## config.mk

```make
export PLATFORM = sky130hd
export DESIGN_NAME = key_filter
export DESIGN_NICKNAME = d
export VERILOG_FILES = /design/src/rtl/key_filter_pkg.sv /design/src/rtl/sync_2ff.sv /design/src/rtl/key_filter.sv
export SDC_FILE = /design/constraint.sdc
export NUM_CORES = 1
export LEC_CHECK = 0
export ABC_AREA = 1
export CAP_MARGIN = 20
export CORE_MARGIN = 5
export CORE_UTILIZATION = 30
export DETAILED_ROUTE_END_ITERATION = 8
export PLACE_DENSITY_LB_ADDON = 0.12
export REMOVE_ABC_BUFFERS = 1
export SYNTH_ARGS = -nofsm -noshare
export SYNTH_HDL_FRONTEND = slang
export SYNTH_HIERARCHICAL = 1
export SYNTH_SLANG_ARGS = --single-unit
```

## constraint.sdc

```tcl
create_clock -name clk -period 3.75 [get_ports clk]
set_clock_uncertainty 0.2 [all_clocks]
set_input_delay 0.75 -clock clk [delete_from_list [all_inputs] [get_ports clk]]
set_output_delay 0.75 -clock clk [all_outputs]
set_load 0.02 [all_outputs]
```

## src/rtl/key_filter_pkg.sv

```systemverilog
// Shared constants and FSM state encoding for the push-button debouncer.
// Default windows assume a 50 MHz clk (20 ms debounce, 1 s long press).
package key_filter_pkg;

   localparam int CNT_W  = 20;
   localparam int LONG_W = 26;

   localparam logic [CNT_W-1:0]  CNT_MAX_DEF  = 20'd999_999;
   localparam logic [LONG_W-1:0] LONG_MAX_DEF = 26'd49_999_999;

   typedef enum logic [1:0] {
      IDLE        = 2'd0,
      FILTER_DOWN = 2'd1,
      DOWN        = 2'd2,
      FILTER_UP   = 2'd3
   } kf_state_e;

   // True while the key is considered held (confirmed press, possibly releasing).
   function automatic logic in_press(input kf_state_e s);
      return (s == DOWN) || (s == FILTER_UP);
   endfunction

endpackage

```

## src/rtl/sync_2ff.sv

```systemverilog
// Single-bit two-flop synchroniser; resets to 1 so an idle (released) key
// looks released straight out of reset.
module sync_2ff (
   input  logic clk,
   input  logic rst,
   input  logic d_i,
   output logic q_o
);

   logic meta_q;
   logic sync_q;

   always_ff @(posedge clk or negedge rst) begin
      if (!rst) begin
         meta_q <= 1'b1;
         sync_q <= 1'b1;
      end else begin
         meta_q <= d_i;
         sync_q <= meta_q;
      end
   end

   assign q_o = sync_q;

endmodule

```

## src/rtl/key_filter.sv

```systemverilog
// Push-button debouncer: press/release pulses CNT_MAX+4 cycles after a clean edge.
// Optional long-press pulse when KEY_LONG_PRESS_EN is defined; otherwise key_long is 0.
module key_filter
   import key_filter_pkg::*;
#(
   parameter logic [CNT_W-1:0]  CNT_MAX  = CNT_MAX_DEF,
   parameter logic [LONG_W-1:0] LONG_MAX = LONG_MAX_DEF
) (
   input  logic clk,
   input  logic rst,
   input  logic key_in,
   output logic key_flag,
   output logic key_press,
   output logic key_state,
   output logic key_long
);

   logic             key_sync;
   logic             key_prev_q;
   logic             fall;
   logic             rise;
   kf_state_e        state_q;
   logic [CNT_W-1:0] cnt_q;
   logic [CNT_W-1:0] cnt_d;
   logic             flag_q;
   logic             press_q;
   logic             level_q;

   sync_2ff u_sync (
      .clk (clk),
      .rst (rst),
      .d_i (key_in),
      .q_o (key_sync)
   );

   always_ff @(posedge clk or negedge rst) begin
      if (!rst) key_prev_q <= 1'b1;
      else      key_prev_q <= key_sync;
   end

   assign fall  = key_prev_q & ~key_sync;
   assign rise  = ~key_prev_q & key_sync;
   assign cnt_d = cnt_q + CNT_W'(1);

   // Bounce edges are tested before the counter limit so a late edge wins.
   always_ff @(posedge clk or negedge rst) begin
      if (!rst) begin
         state_q <= IDLE;
         cnt_q   <= '0;
         flag_q  <= 1'b0;
         press_q <= 1'b0;
         level_q <= 1'b1;
      end else begin
         flag_q  <= 1'b0;
         press_q <= 1'b0;
         case (state_q)
            IDLE: begin
               cnt_q <= '0;
               if (fall) state_q <= FILTER_DOWN;
            end
            FILTER_DOWN: begin
               if (rise) begin
                  state_q <= IDLE;
               end else if (cnt_q == CNT_MAX) begin
                  state_q <= DOWN;
                  flag_q  <= 1'b1;
                  press_q <= 1'b1;
                  level_q <= 1'b0;
               end else begin
                  cnt_q <= cnt_d;
               end
            end
            DOWN: begin
               cnt_q <= '0;
               if (rise) state_q <= FILTER_UP;
            end
            FILTER_UP: begin
               if (fall) begin
                  state_q <= DOWN;
               end else if (cnt_q == CNT_MAX) begin
                  state_q <= IDLE;
                  flag_q  <= 1'b1;
                  level_q <= 1'b1;
               end else begin
                  cnt_q <= cnt_d;
               end
            end
            default: begin
               state_q <= IDLE;
               cnt_q   <= '0;
            end
         endcase
      end
   end

   assign key_flag  = flag_q;
   assign key_press = press_q;
   assign key_state = level_q;

`ifdef KEY_LONG_PRESS_EN
   logic [LONG_W-1:0] long_cnt_q;
   logic [LONG_W-1:0] long_cnt_d;
   logic              long_done_q;
   logic              long_q;

   assign long_cnt_d = long_cnt_q + LONG_W'(1);

   // Counter parks at LONG_MAX; done flag limits the pulse to one per press.
   always_ff @(posedge clk or negedge rst) begin
      if (!rst) begin
         long_cnt_q  <= '0;
         long_done_q <= 1'b0;
         long_q      <= 1'b0;
      end else begin
         long_q <= 1'b0;
         if (!in_press(state_q)) begin
            long_cnt_q  <= '0;
            long_done_q <= 1'b0;
         end else if (long_cnt_q == LONG_MAX) begin
            if (!long_done_q) begin
               long_q      <= 1'b1;
               long_done_q <= 1'b1;
            end
         end else begin
            long_cnt_q <= long_cnt_d;
         end
      end
   end

   assign key_long = long_q;
`else
   assign key_long = 1'b0;
`endif

endmodule

```

Word-level counts from Yosys, hierarchy flattened:

Index checks and enable logic that the tools add are counted.

* output and inout port bits: 4
* register bits after elaboration: 28
* bits of input ports: 3

* reduce and logical (&&, ||, !) cells: 6
* $add $sub $neg: 1
* bitwise gates (word level): 4
* equality and inequality tests: 12
* muxes and demuxes: 21

Operators by type and width (number)
* $mux 20: 3
* $pmux 20 s3: 1
* $add 20x1->20 const B: 1
* $eq 20x20->1 const B: 1
* $mux 2: 6
* $ne 2x2->1 const B: 6
* $mux 1: 8
* $pmux 2 s4: 1
* $ne 3x3->1 const B: 2
* $reduce_and 5->1: 1
* $eq 2x2->1 const B: 2
* $pmux 1 s2: 2
* $reduce_and 4->1: 1
* $and 1x1->1: 2
* $eq 2x1->1 const B: 1
* $logic_not 2->1: 1
* $not 1->1: 2
* $reduce_and 2->1: 1
* $reduce_bool 2->1: 1
* $reduce_or 2->1: 1

Longest topological paths before layout:

* depth in word-level cells: 4
* depth in mapped cells: 10
* mapped depth without buffers: 10

Modules after synthesis:

Netlist, hierarchy kept.

By module, submodules not included
* key_filter: instances 1, cells each 243, seq. area each 653.1 um^2, area an instance 1739.2 um^2
* sync_2ff: instances 1, cells each 2, seq. area each 52.6 um^2, area an instance 52.6 um^2

Worst setup path after synthesis:

No wires, ideal clock.

* path type: flip-flop to flip-flop
* start point: register cnt_q[0]
* end point: register cnt_q[4]
* path slack: 2061 ps
* cell stages (with the launch flop): 11
* required time: 3427 ps
* arrival time: 1366 ps
* cells stage by stage: dfrtp_1 -> ha_1 -> nand3_2 -> clkinv_2 -> nand3_2 -> inv_2 -> nand3_4 -> nand2_8 -> buf_6 -> nand2_1 -> o21ai_2

* cells in the longest elaborated chain, start to end: 4
* elaborated cells between the ends (all ways): 6
* classes of those cells: 1 x add/sub; 1 x eq/ne; 4 x mux

Ends and longest elaborated chain
* start, declared: RTL line key_filter.sv:23 `logic [CNT_W-1:0] cnt_q;`
* start signal, assigned: RTL line key_filter.sv:70 `cnt_q <= cnt_d;`
* start signal, assigned: RTL line key_filter.sv:85 `cnt_q <= cnt_d;`
* $add 20x1->20 / $eq 20x20->1 (equally long branches): RTL line key_filter.sv:43, key_filter.sv:64, key_filter.sv:80
* $mux 20 *: RTL line key_filter.sv:64, key_filter.sv:80
* $mux 20 (on tied branches): RTL line key_filter.sv:78, key_filter.sv:62
* $pmux 20 s3 *: RTL line key_filter.sv:56 `case (state_q)`

Every way passes the cells marked *; elsewhere a longest branch is shown, timed or not. The select of a mux whose other input is x is not followed.
A chain may end at the register's enable or synchronous reset.

Worst setup path in the final report:

* start point: register level_q (netlist: key_state)
* end point: output key_state

RTL lines
* start, declared: RTL line key_filter.sv:27 `logic level_q;`
* start signal, assigned: RTL line key_filter.sv:52 `level_q <= 1'b1;`
* start signal, assigned: RTL line key_filter.sv:68 `level_q <= 1'b0;`
* start signal, assigned: RTL line key_filter.sv:83 `level_q <= 1'b1;`
* end, declared: RTL line key_filter.sv:14 `output logic key_state,`

No word-level cell between the ends.

==> results by group <==
Status
  – Outcome: finished, final reports clean

Drt
  – Post-route ant nets: 0
  – WL/cell: 12.0 µm
  – DR vias: 1468
  – Drt first-iter violations: 49
  – DRC: 0
  – Final WL: 3.88 mm
  – DR vias/cell: 4.53
  – DRT Pass-1 Iters: 5

Logic synthesis
  – Seq/Total Area, Yosys: 39.4%
  – Synth warn: 6
  – Yosys reg bits: 28
  – Synthesized area: 1790 µm²
  – Fraction of registers with async set/reset: 100%
  – Yosys cell types: 35
  – Syn Area/Cell: 7.31 µm²
  – Dominant synthesized flop cell: dfrtp_1
  – EDFF count, synth: 0
  – Post-Synthesis Cells: 245

Power
  – Cell Pwr Density: 401 nW/µm²
  – Pleak: 0.814 nW
  – Peak supply drop: 0.163 mV

Worst setup path
  – Family with the most delay on the worst path: buffers and inverters
  – CP max stage delay: 0.59 ns
  – Slowest cell on crit path: clkdlybuf4s50_1
  – WP buf/inv: 1
  – Setup crit end kind: primary output
  – Critical Path AT: 1.40 ns
  – Crit Path Max Fanout: 2
  – Critical Path RT: 2.80 ns
  – Worst path cell trace: clkdlybuf4s50_1
  – Setup CP Type: reg2out
  – Setup crit start kind: register

Global routing
  – First-pass GRT wire length: 6.79 mm
  – Initial antenna violation count: 0
  – Number of global-route vias before repair: 1409
  – Largest net degree at the start of global routing: 37
  – GRT Total Usage: 11.2%
  – Total congestion overflow: 0

CTS
  – Cts bufs inserted: 3
  – Post-CTS sizing: 0
  – CTS Hold Bufs: 0
  – CTS sink count: 28
  – H-Tree Depth: 1
  – Post-CTS Setup Bufs: 0
  – CTS tree: yes
  – CTS root buf: clkbuf_8
  – Clk slew on worst S/H paths: 0.10 ns
  – CTS Buffer Depth: 2
  – Worst skew pair latency: 0.28 ns

Layout
  – Inserted Diodes: 0
  – Final nets: 254
  – P&R area growth vs syn: 8.17%
  – Final Non-Filler Cells: 324
  – Layout cell share with drive strength beyond 1: 13.3%
  – Fillers: 628

STA
  – Setup repair after global routing missed its margin: no
  – Slew Limit Fails: 0
  – TNS Setup: 0 ns
  – Relative slew margins: 54.2%
  – Post-layout min period: 2.35 ns
  – Slew @ Worst Pin: 0.686 ns
  – Final Setup Violations: 0
  – Final worst path period share: 62.7%
  – Fin. Hold Viols: 0
  – Max frequency: 0.425 GHz

Floorplanning
  – Starting density of the core: 30.6%
  – Die Width: 87.3 µm
  – Rows: 28
  – # IOs: 7
  – Die ar.: 7620 µm²
  – Core area: 5850 µm²
  – Die H: 87.3 µm

Min path
  – Hold crit path type: reg2reg

Place
  – Post-DP HPWL: 2.89 mm
  – I/O Buffers: 5
  – Post-Place Cells: 320
  – Placer Congestion: 0.847

Flow run
  – Max_cap viols: 0
==> area by class of cell <==
class                           instances  area [µm²]  area share (%)
Clock buffer                            4        55.1            2.84
Inverter                               19        75.1            3.87
Multi-Input combinational cell        192         951            49.1
Sequential cell                        28         706            36.4
Tap cell                               75        93.8            4.84
Timing Repair Buffer                    6        57.6            2.97
==> placed cells by master (no fill, tap or decap), types with 2 or more instances in the layout <==
| cell type | netlist | layout |
|---|---|---|
| nor2_2 | 2 | 2 |
| inv_2 | 2 | 2 |
| inv_1 | 15 | 15 |
| xor2_1 | 5 | 5 |
| nand3_2 | 2 | 2 |
| o21ai_2 | 5 | 5 |
| dfstp_2 | 4 | 4 |
| o211ai_1 | 2 | 2 |
| nor2_1 | 30 | 30 |
| nand4_1 | 4 | 4 |
| nand3_1 | 23 | 23 |
| nand2_1 | 87 | 87 |
| or2_2 | 5 | 5 |
| clkdlybuf4s50_1 | 0 | 5 |
| nor3_2 | 2 | 2 |
| clkbuf_8 | 0 | 4 |
| a21oi_1 | 2 | 2 |
| dfrtp_1 | 24 | 24 |
| o21ai_1 | 11 | 11 |
==> cell families after synthesis <==
logic type / share of synthesized area [%]
AND/OR/NAND/NOR: 40.7
buffers and inverters: 7.54
flip-flops: 39.4
XOR/XNOR: 2.93
adder cells (fa/ha/maj): 0.698
other: 0.209
AO/OA/AOI/OAI: 8.52
==> routing by layer <==
layer / GRT usage, % / share of wire [%] / wire (µm) / vias up
li1: - / - / - / 791
met2: 17.7 / 45 / 1740 / 18
met3: 1.99 / 3.1 / 120 / 4
met5: 0 / 0 / 0 / -
met1: 15.4 / 51 / 1970 / 655
met4: 3.77 / 1.1 / 44 / 0
==> metrics by stage <==
stage          worst slack (ns)  area, µm²  util [%]  power, mW  hold WS (ns)
3_5_place_dp               1.56       1880      32.2      0.599         0.150
6_report                   1.40       1940      33.1      0.777         0.162
5_1_grt                    1.35       1940      33.1      0.841         0.174
2_1_floorplan              1.90       1730         -      0.539         0.145
4_1_cts                    1.37       1940      33.1      0.799         0.165
3_3_place_gp               1.61       1880      32.2      0.597         0.146
==> state kept, by name (all words and copies together), names as in the netlist <==
signal / count
key_prev_q: 1
key_flag: 1
cnt_q: 20
key_press: 1
key_state: 1
u_sync/meta_q: 1
state_q: 2
u_sync/q_o: 1
==> synthesized netlist by cell type, types with 2 or more instances <==
master,instances,area share [%]
a21oi_1,2,0.56
buf_6,3,1.9
dfrtp_1,24,34
dfstp_2,4,5.9
inv_1,15,3.1
inv_2,2,0.42
nand2_1,87,18
nand3_1,23,6.4
nand3_2,2,1.1
nand4_1,4,1.4
nor2_1,30,6.3
nor2_2,2,0.70
nor3_2,2,1.1
o211ai_1,2,0.84
o21ai_1,11,3.1
o21ai_2,5,2.4
or2_2,5,1.7
xor2_1,5,2.4
==> path summary, 6_finish.rpt <==
check                               from       endpoint  slack (ns)  cells after the start
setup / recovery               key_state      key_state        1.40                      1
hold / removal             u_sync/meta_q     u_sync/q_o        0.16                      0
setup reg to reg              state_q[0]     state_q[0]        1.62                      8
hold reg to reg            u_sync/meta_q     u_sync/q_o        0.16                      0
max in group asynchronous            rst  u_sync/meta_q        2.39                      2
min in group asynchronous            rst       cnt_q[1]        0.65                      2
==> power breakdown <==
group          internal, mW  switching, mW  leakage (nW)  total (mW)
Combinational        0.0725          0.126         0.415       0.198
Sequential            0.328         0.0592         0.370       0.387
Clock                0.0941         0.0973        0.0288       0.191
(Power assumes the default switching activity.)
==> edit 1 (config.mk and constraints unchanged) <==
The option `KEY_LONG_PRESS_EN` is turned on by a define.
--- a/src/rtl/key_filter.sv
+++ b/src/rtl/key_filter.sv
@@ -1,5 +1,7 @@
 // Push-button debouncer: press/release pulses CNT_MAX+4 cycles after a clean edge.
 // Optional long-press pulse when KEY_LONG_PRESS_EN is defined; otherwise key_long is 0.
+`define KEY_LONG_PRESS_EN
+
 module key_filter
    import key_filter_pkg::*;
 #(
Function: no difference found for any inputs over 10 cycles, from zero or initial values and one cycle with rst low; that may be too few to reach the edited logic, so the function may still have changed.
==> edit 1 against the unedited design <==
Routed wire length grew 91%; total power grew 72%; register-to-register slack lost 0.13 ns; largest power group unchanged; sequential cell count grew 28; area after synthesis grew 82%; final area grew 83%; worst setup slack lost 0.057 ns; non-clock buffer count grew 1; highest routed layer unchanged; critical endpoint unchanged.
==> edit 1: results <==
set metrics [dict create \
    grt_pass1_vias 2781 \
    peakVddDrop_v 0.000144 \
    slew_headroom 0.480 \
    grt_util_met2 0.215 \
    ys_seq_area_frac 0.431 \
    clock_latency_ns 0.32 \
    grt_max_degree 40 \
    grt_usage 0.124 \
    grt_pass1_wl_um 13200 \
    reg.largest.list "long_cnt_q x26, cnt_q x20, state_q x2" \
    initialDrtViolationCount 189 \
    htree_levels 2 \
    grtUsageMet3 0.0227 \
    drtPass1Iterations 4 \
    wl_um 7420 \
    drive_gt1_frac 0.0779 \
    synth_cell_types 33 \
    dp_hpwl_um 5420 \
    switchingPower_uw 448 \
    nets 466 \
    place_area_sq_mm 0.00343 \
    portBuffers 6 \
    status "finished, final reports clean" \
    hold_path_class "in -> async" \
    via_per_inst 4.62 \
]
edit 1: per-stage QoR:
| step | instances | hold slack [ns] | total power [mW] | setup slack (ns) |
|---|---|---|---|---|
| floorplan | 447 | 0.145 | 0.853 | 1.91 |
| global placement | 594 | 0.147 | 0.941 | 1.56 |
| CTS | 602 | 0.153 | 1.37 | 1.32 |
| global route | 602 | 0.166 | 1.43 | 1.22 |
| finish | 602 | 0.144 | 1.34 | 1.34 |
| detailed placement | 594 | 0.149 | 0.947 | 1.46 |
edit 1: final cells by class:
| type | count | area (sq um) |
|---|---|---|
| Fill cell | 1188 | 7210 |
| Multi-Input combinational cell | 349 | 1630 |
| Sequential cell | 56 | 1410 |
| Tap cell | 140 | 175 |
| Inverter | 42 | 158 |
| Clock buffer | 7 | 76.3 |
| Timing Repair Buffer | 7 | 62.6 |
| Clock inverter | 1 | 30.0 |
edit 1: layer usage:
layer	vias up	part of all wire
met4	0	0.018
met1	1288	0.48
met5	-	0
met2	25	0.48
met3	12	0.021
li1	1458	-
edit 1: kinds of logic after synthesis:
family | after synthesis | share of synthesized area
and+or+nand+nor | 294 | 0.394
DFF | 56 | 0.431
buffers and inverters | 50 | 0.0697
AOI/OAI and AO/OA | 43 | 0.0709
xor gates and xnor gates | 10 | 0.0268
adders and majority gates | 2 | 0.00766
edit 1: worst paths after layout:
kind	endpoint	slack [ns]	cells past startpoint
hold reg to reg	u_sync/q_o$_DFF_PN1_	0.16	0
setup reg to reg	cnt_q[11]$_DFFE_PN0P_	1.49	9
setup / recovery	key_state	1.34	1
hold / removal	long_cnt_q[3]$_DFFE_PN0P_	0.14	1
min in group clk	u_sync/q_o$_DFF_PN1_	0.16	0
max in group asynchronous	u_sync/meta_q$_DFF_PN1_	2.34	2
edit 1: power by group through the flow:
stage	Combinational [mW]	Clock, mW	Sequential, mW
floorplan	0.142	0	0.712
global placement	0.196	0	0.745
detailed placement	0.200	0	0.747
CTS	0.201	0.435	0.734
global route	0.234	0.455	0.745
finish	0.196	0.411	0.734
==> edit 2 (same flow settings) <==
Without the edit above. Put one more register stage on the output `key_press`, with the module's reset. The value now appears one clock later. The other outputs are not delayed to match.
--- a/src/rtl/key_filter.sv
+++ b/src/rtl/key_filter.sv
@@ -94,7 +94,13 @@
    end
 
    assign key_flag  = flag_q;
-   assign key_press = press_q;
+   always_ff @(posedge clk or negedge rst) begin
+      if (!rst) begin
+         key_press <= '0;
+      end else begin
+         key_press <= press_q;
+      end
+   end
    assign key_state = level_q;
 
 `ifdef KEY_LONG_PRESS_EN
Formal check against the unedited RTL: no difference found for any inputs over 10 cycles, from zero or initial values and one cycle with rst low; that may be too few to reach the edited logic, so the function may still have changed.
==> edit 2 against the unedited design <==
Synthesized cell count up 4.9%; final area grew 2.2%; routed wire length up 5.9%; sequential cell count is 1 higher; critical endpoint unchanged; total power is 16% higher; fmax decreased by 0.19%; worst setup slack got worse by 0.0044 ns; area after synthesis is 0.77% lower; critical path type unchanged.
==> edit 2: results <==
set metrics [dict create \
    status "finished, final reports clean" \
    initialDrtViolationCount 93 \
    multiInputGateArea_sq_um 911 \
    grt_pass1_wl_um 7100 \
    drive_gt1_frac 0.0755 \
    yosysTopAreaCellShare 0.352 \
    syn_inst 257 \
    synth_cell_types 27 \
    numPlacedInstances 332 \
    drtPass1Iterations 4 \
    gp_congestion 0.839 \
    vias 1528 \
    place_area_sq_mm 0.00188 \
    p_leak_nw 0.898 \
    synth_area_leaders "dfrtp_1, nand2_1, nor2_1" \
    avgRoutedWirePerCell_um 12.1 \
    min-delay-start "press_q$_DFF_PN0_" \
    ys_seq_area_frac 0.411 \
    preCtsSetupSlack_ns 1.37 \
    synth_xor_area_frac 0.0591 \
    holdWs_ns 0.153 \
    synth_adder_area_share 0.00704 \
    worst_slew_pin_slew_ns 0.569 \
    cts_buffers 5 \
    wl_met2_um 1820 \
    grt_max_degree 30 \
    hold_end "key_press$_DFF_PN0_" \
    htree_levels 2 \
    num-fill-cells 639 \
    grt_usage 0.123 \
    reg2reg_from "cnt_q[0]$_DFFE_PN0P_" \
    dp_hpwl_um 3020 \
    synthTopCellsByCount "nand2_1, nor2_1, dfrtp_1" \
    synth_compound_gate_area_share 0.0394 \
    nets 268 \
    grt_util_met2 0.188 \
    met1_usage 0.159 \
]
[edit 2: changes by cell type in the layout (fill, tap and decap cells not counted), moves of 3 or more]
cell | before | now
clkbuf_8 | 4 | 7
nor2_1 | 30 | 43
o21ai_2 | 5 | 0
nand2_1 | 87 | 92
or2_2 | 5 | 0
xor2_1 | 5 | 10
nor3_1 | 0 | 3
inv_1 | 15 | 20
[edit 2: power by group through the flow]
stage | Sequential, mW | Combinational [mW] | Clock, mW
5_1_grt | 0.403 | 0.240 | 0.322
4_1_cts | 0.397 | 0.211 | 0.309
2_1_floorplan | 0.386 | 0.157 | 0
3_3_place_gp | 0.403 | 0.213 | 0
3_5_place_dp | 0.403 | 0.211 | 0
6_report | 0.396 | 0.207 | 0.296
[edit 2: area by class of cell]
cell class | count | share of cell area
clock buffer | 7 | 0.0486
tap | 75 | 0.0474
timing repair buffer | 6 | 0.0291
multi-input combinational | 199 | 0.460
inverter | 23 | 0.0436
sequential | 29 | 0.369
clock inverter | 1 | 0.00253
